## config.mk

```make
export PLATFORM = sky130hd
export DESIGN_NAME = i2s_rx_flat
export DESIGN_NICKNAME = d
export VERILOG_FILES = /design/src/rtl/i2s_rx_if.sv /design/src/rtl/i2s_rx.sv /design/src/flat_wrapper.sv
export SDC_FILE = /design/constraint.sdc
export NUM_CORES = 1
export LEC_CHECK = 0
export BUFFER_PORTS_ARGS = -buffer_cell sky130_fd_sc_hd__buf_2
export CAP_MARGIN = 40
export CORE_ASPECT_RATIO = 1.5
export CORE_UTILIZATION = 51
export DETAILED_ROUTE_END_ITERATION = 6
export PLACE_DENSITY_LB_ADDON = 0.3
export SYNTH_ARGS = -nofsm -noshare
export SYNTH_HDL_FRONTEND = slang
export SYNTH_SLANG_ARGS = --single-unit
```

## constraint.sdc

```tcl
create_clock -name clk -period 1.95 [get_ports clk]
set_input_delay 0.0975 -clock clk [delete_from_list [all_inputs] [get_ports clk]]
set_output_delay 0.0975 -clock clk [all_outputs]
set_load 0.01 [all_outputs]
```

## src/rtl/i2s_rx_if.sv

```systemverilog
// I2S receive port bundle: serial data in; bit clock, word select and the
// assembled stereo frame out.
interface i2s_rx_if;
   // No valid/ready here: rx_data is a level that is always valid and changes
   // only when a frame completes; consumers watch for a ws fall or a value change.
   logic        rx;
   logic        ws;
   logic        i2s_clk;
   logic [63:0] rx_data;

   // master: the receiver, which also generates the bit clock and word select.
   modport master (input rx, output ws, output i2s_clk, output rx_data);
   // slave: the transmitter side (or a bench acting as one).
   modport slave  (output rx, input ws, input i2s_clk, input rx_data);
endinterface

```

## src/rtl/i2s_rx.sv

```systemverilog
// I2S master receiver: divides clk into i2s_clk, captures rx on each i2s_clk
// fall and publishes two 24-bit samples per 64-bit frame.
module i2s_rx #(
   parameter int unsigned DIV_HALF = 4
) (
   input  logic     clk,
   input  logic     rst_n,
   i2s_rx_if.master bus
);

   localparam logic [7:0] DIV_LAST = 8'(DIV_HALF - 1);

   logic [7:0]  r_div;
   logic        r_i2s_clk;
   logic        r_ws;
   logic [5:0]  r_bit;
   logic [63:0] r_shift;
   logic [63:0] r_rx_data;

   logic        w_wrap;
   logic        w_sample;
   logic [5:0]  w_bit_nxt;
   logic [63:0] w_shift_nxt;

   assign w_wrap      = (r_div == DIV_LAST);
   // A wrap while i2s_clk is high is the falling edge, where rx is stable.
   assign w_sample    = w_wrap & r_i2s_clk;
   assign w_bit_nxt   = r_bit + 6'd1;
   assign w_shift_nxt = {bus.rx, r_shift[63:1]};

   always_ff @(posedge clk) begin
      if (!rst_n) begin
         r_div     <= 8'd0;
         r_i2s_clk <= 1'b0;
         r_ws      <= 1'b0;
         r_bit     <= 6'd0;
         r_shift   <= 64'd0;
         r_rx_data <= 64'd0;
      end else begin
         r_div <= w_wrap ? 8'd0 : r_div + 8'd1;
         if (w_wrap) begin
            r_i2s_clk <= ~r_i2s_clk;
         end
         if (w_sample) begin
            r_shift <= w_shift_nxt;
            r_bit   <= w_bit_nxt;
            r_ws    <= w_bit_nxt[5];
            // Bit 63 completes the frame; keep the low 24 bits of each slot.
            if (r_bit == 6'd63) begin
               r_rx_data <= {8'h00, w_shift_nxt[55:32], 8'h00, w_shift_nxt[23:0]};
            end
         end
      end
   end

   assign bus.i2s_clk = r_i2s_clk;
   assign bus.ws      = r_ws;
   assign bus.rx_data = r_rx_data;

endmodule

```

## src/flat_wrapper.sv

```systemverilog
// flat-port wrapper written by rule: the top's interface ports become plain ports
module i2s_rx_flat 
#(
   parameter int unsigned DIV_HALF = 4
)
  (clk, rst_n, bus_rx, bus_ws, bus_i2s_clk, bus_rx_data);
  i2s_rx_if bus_i ();
  input  logic clk;
  input  logic rst_n;
  input wire logic [$bits(bus_i.rx)-1:0] bus_rx;
  output wire logic [$bits(bus_i.ws)-1:0] bus_ws;
  output wire logic [$bits(bus_i.i2s_clk)-1:0] bus_i2s_clk;
  output wire logic [$bits(bus_i.rx_data)-1:0] bus_rx_data;
  assign bus_i.rx = bus_rx;
  assign bus_ws = bus_i.ws;
  assign bus_i2s_clk = bus_i.i2s_clk;
  assign bus_rx_data = bus_i.rx_data;
  i2s_rx #(.DIV_HALF(DIV_HALF)) u_core (.clk(clk), .rst_n(rst_n), .bus(bus_i));
endmodule
```

==> reports/metrics.yaml <==
run_status:
  status: "finished clean"
floorplanning:
  fp.dieW_um: 83.26
  die_height_um: 123.9
  rows: 44
  core_mm2: 0.009634
  start_util_pct: 52.43
  top_level_ports: 69
  dieArea_mm2: 0.01031
clock_network:
  cts_sinks: 126
  cts_htree_levels: 4
  cts_max_path_buffers: 2
  cts_tree: "yes"
  clock_latency_ps: 410
  numCtsBuffers: 17
  path_clk_slew_ps: 60
  root_buffer: "clkbuf_16"
cells_and_area:
  drive_gt1_share_pct: 19.39
  fin_cells: 770
  fillers: 770
  n_antenna_cell: 0
  stdcell_area_mm2: 0.006299
  final_util_pct: 65.38
  final_net_count: 647
  area_growth_pct: 24.70
detailed_routing:
  wl_um: 11350
  drt_iter0_markers: 315
  routedWlPerCell_um: 14.74
  dr.pass1.iters: 5
  ant_nets: 0
  via_per_inst: 5.610
  vias: 4320
  drc: 0
power:
  p_comb_share_pct: 4.3
  p_clk_share_pct: 55.8
  p_leak_nw: 2.293
  powerDensity_mw_per_mm2: 1030
  sw_frac_of_total_pct: 20.90
  p_switching_mw: 1.356
  ir_worst_vdd_v: 0.0008202
  seqPwrFrac_pct: 40.0
  power.internal_mw: 5.130
synth:
  synthCells: 590
  synth.distinct_cells: 28
  yosysMostFrequentCell: "dfxtp_1"
  synthTopCellsByArea: "dfxtp_1 50%, mux2i_1 9.9%, nand2_1 7.5%, a21oi_1 7.0%, nand3_1 6.9%"
  synth_common_cells: "126 x dfxtp_1, 101 x nand2_1, 71 x a21oi_1"
  synth_seq_cells: 126
  synth_seq_area_share_pct: 49.94
  synth_top_cell_by_area: "dfxtp_1"
  yosys_warnings: 0
  synth_top_flop_cell: "dfxtp_1"
  synth_top_area_share_pct: 49.94
  synth-async-reset-ratio_pct: 0
  syn_area_per_cell_um2: 8.561
  synth_edf_count: 0
  synth_area_mm2: 0.005051
sta:
  max_freq_ghz: 0.5341
  period_share_pct: 96.01
  maxSlewViolCount: 0
  final_hold_viol_count: 0
  finClkSkew_ps: 8.989
  fin_crit_ps: 1872
  setup_viol: 0
  rsz0062_at_grt: "no"
global_routing:
  grt_pass1_wl_um: 17500
  grt_pass1_vias: 3986
  grt_start_max_net_pins: 55
  grt_usage_pct: 20.97
  grt_remaining_overflow: 0
  antenna_found_initial: 0
placed_design:
  dp_hpwl_um: 6679
  placed_cells: 729
  gp_congestion: 0.7834
  dpl_cell_area_mm2: 0.005434
  io_buffers: 52
worst_setup_path:
  crit_type: "flip-flop to flip-flop"
  cp.arrival_ps: 2210
  crit_path_end_kind: "flip-flop"
  crit_fanout: 4
  critical_path_required_ps: 2280
  start_kind: "flip-flop"
run:
  max-cap-violations: 0
worst_hold_path:
  hold_class: "input port to flip-flop"
## logic make-up (layout without fill, tap and decap cells)
kind of cell,count (synthesis),count (layout),share of synthesized area (%)
AOI/OAI and AO/OA,143,143,14.32
xor gates and xnor gates,3,3,0.5203
adders and majority gates,2,2,0.4953
buffers and inverters,72,122,7.159
DFF,126,126,49.94
muxes,50,50,9.908
other,1,16,0.07424
and+or+nand+nor,193,193,17.59
## layout make-up
cell class | count | area, um^2 | area share (%)
clock inverter | 13 | 232.7 | 3.695
tap | 115 | 143.9 | 2.284
timing repair buffer | 87 | 676.9 | 10.75
clock buffer | 19 | 452.9 | 7.191
inverter | 3 | 11.26 | 0.1788
multi-input combinational | 407 | 2256 | 35.82
sequential | 126 | 2525 | 40.09
## registers in the layout, indices dropped and copies added (netlist names)
| register | count |
|---|---|
| u_core.bus.i2s_clk | 1 |
| u_core.r_bit | 6 |
| u_core.bus.rx_data | 48 |
| u_core.r_shift | 63 |
| u_core.r_div | 8 |
## worst paths after layout
kind | startpoint | slack (ps) | cells after the start | endpoint
worst max register to register | u_core.r_div[0] | 80 | 5 | u_core.r_bit[4]
worst min-delay path | rst_n | 60 | 3 | u_core.bus.rx_data[16]
worst max-delay path | u_core.r_div[0] | 80 | 5 | u_core.r_bit[4]
worst min register to register | u_core.bus.rx_data[15] | 450 | 2 | u_core.bus.rx_data[15]
## layout by cell type, fill, tap and decap left out, types with 6 or more instances in the layout
cell type	n
bufinv_16	6
nand3_1	70
dfxtp_1	124
buf_4	21
mux2i_1	50
a21oi_1	71
nand2_1	101
clkbuf_16	21
conb_1	16
buf_2	52
o21ai_0	66
## metrics by stage
stage | TNS (ps) | hold slack, ps | power, mW | worst slack, ps
floorplan | 0 | 245.2 | 2.846 | 0.5393
global placement | -3241 | 361.1 | 2.902 | -65.82
detailed placement | -10210 | 361.9 | 2.907 | -158.3
CTS | 0 | 34.84 | 6.521 | 11.30
global route | 0 | 46.58 | 6.677 | 0.7303
finish | 0 | 56.96 | 6.485 | 77.84
## layer usage
layer,vias up,track usage (%),share of wire (%)
met3,12,5.964,3.4
met4,0,7.866,1.0
met1,2110,22.16,42
met2,92,39.50,54
li1,2106,-,-
met5,-,0,0
## worst max-delay path, stage by stage, from the launching register on
cell and delay [ps]:
dfxtp_2 350, ha_4 130, or4b_4 490, buf_4 170, or4_1 490, a21oi_1 170
## repair_timing
item                                    4_1_cts  5_1_grt
gates resized for setup                       7        3
pin swaps                                     1        1
endpoints found under the hold margin         1        0
cloned                                        0        6
endpoints found under the setup margin       94       50
buffers inserted                              1        1
hold buffers                                  1        0
## power groups by stage
stage / clock network (mW) / registers [mW] / logic [mW]
floorplan: 0 / 2.65 / 0.199
global placement: 0 / 2.64 / 0.258
detailed placement: 0 / 2.65 / 0.262
CTS: 3.66 / 2.59 / 0.271
global route: 3.78 / 2.59 / 0.304
finish: 3.62 / 2.59 / 0.276
Power figures use the tool's default switching activity.
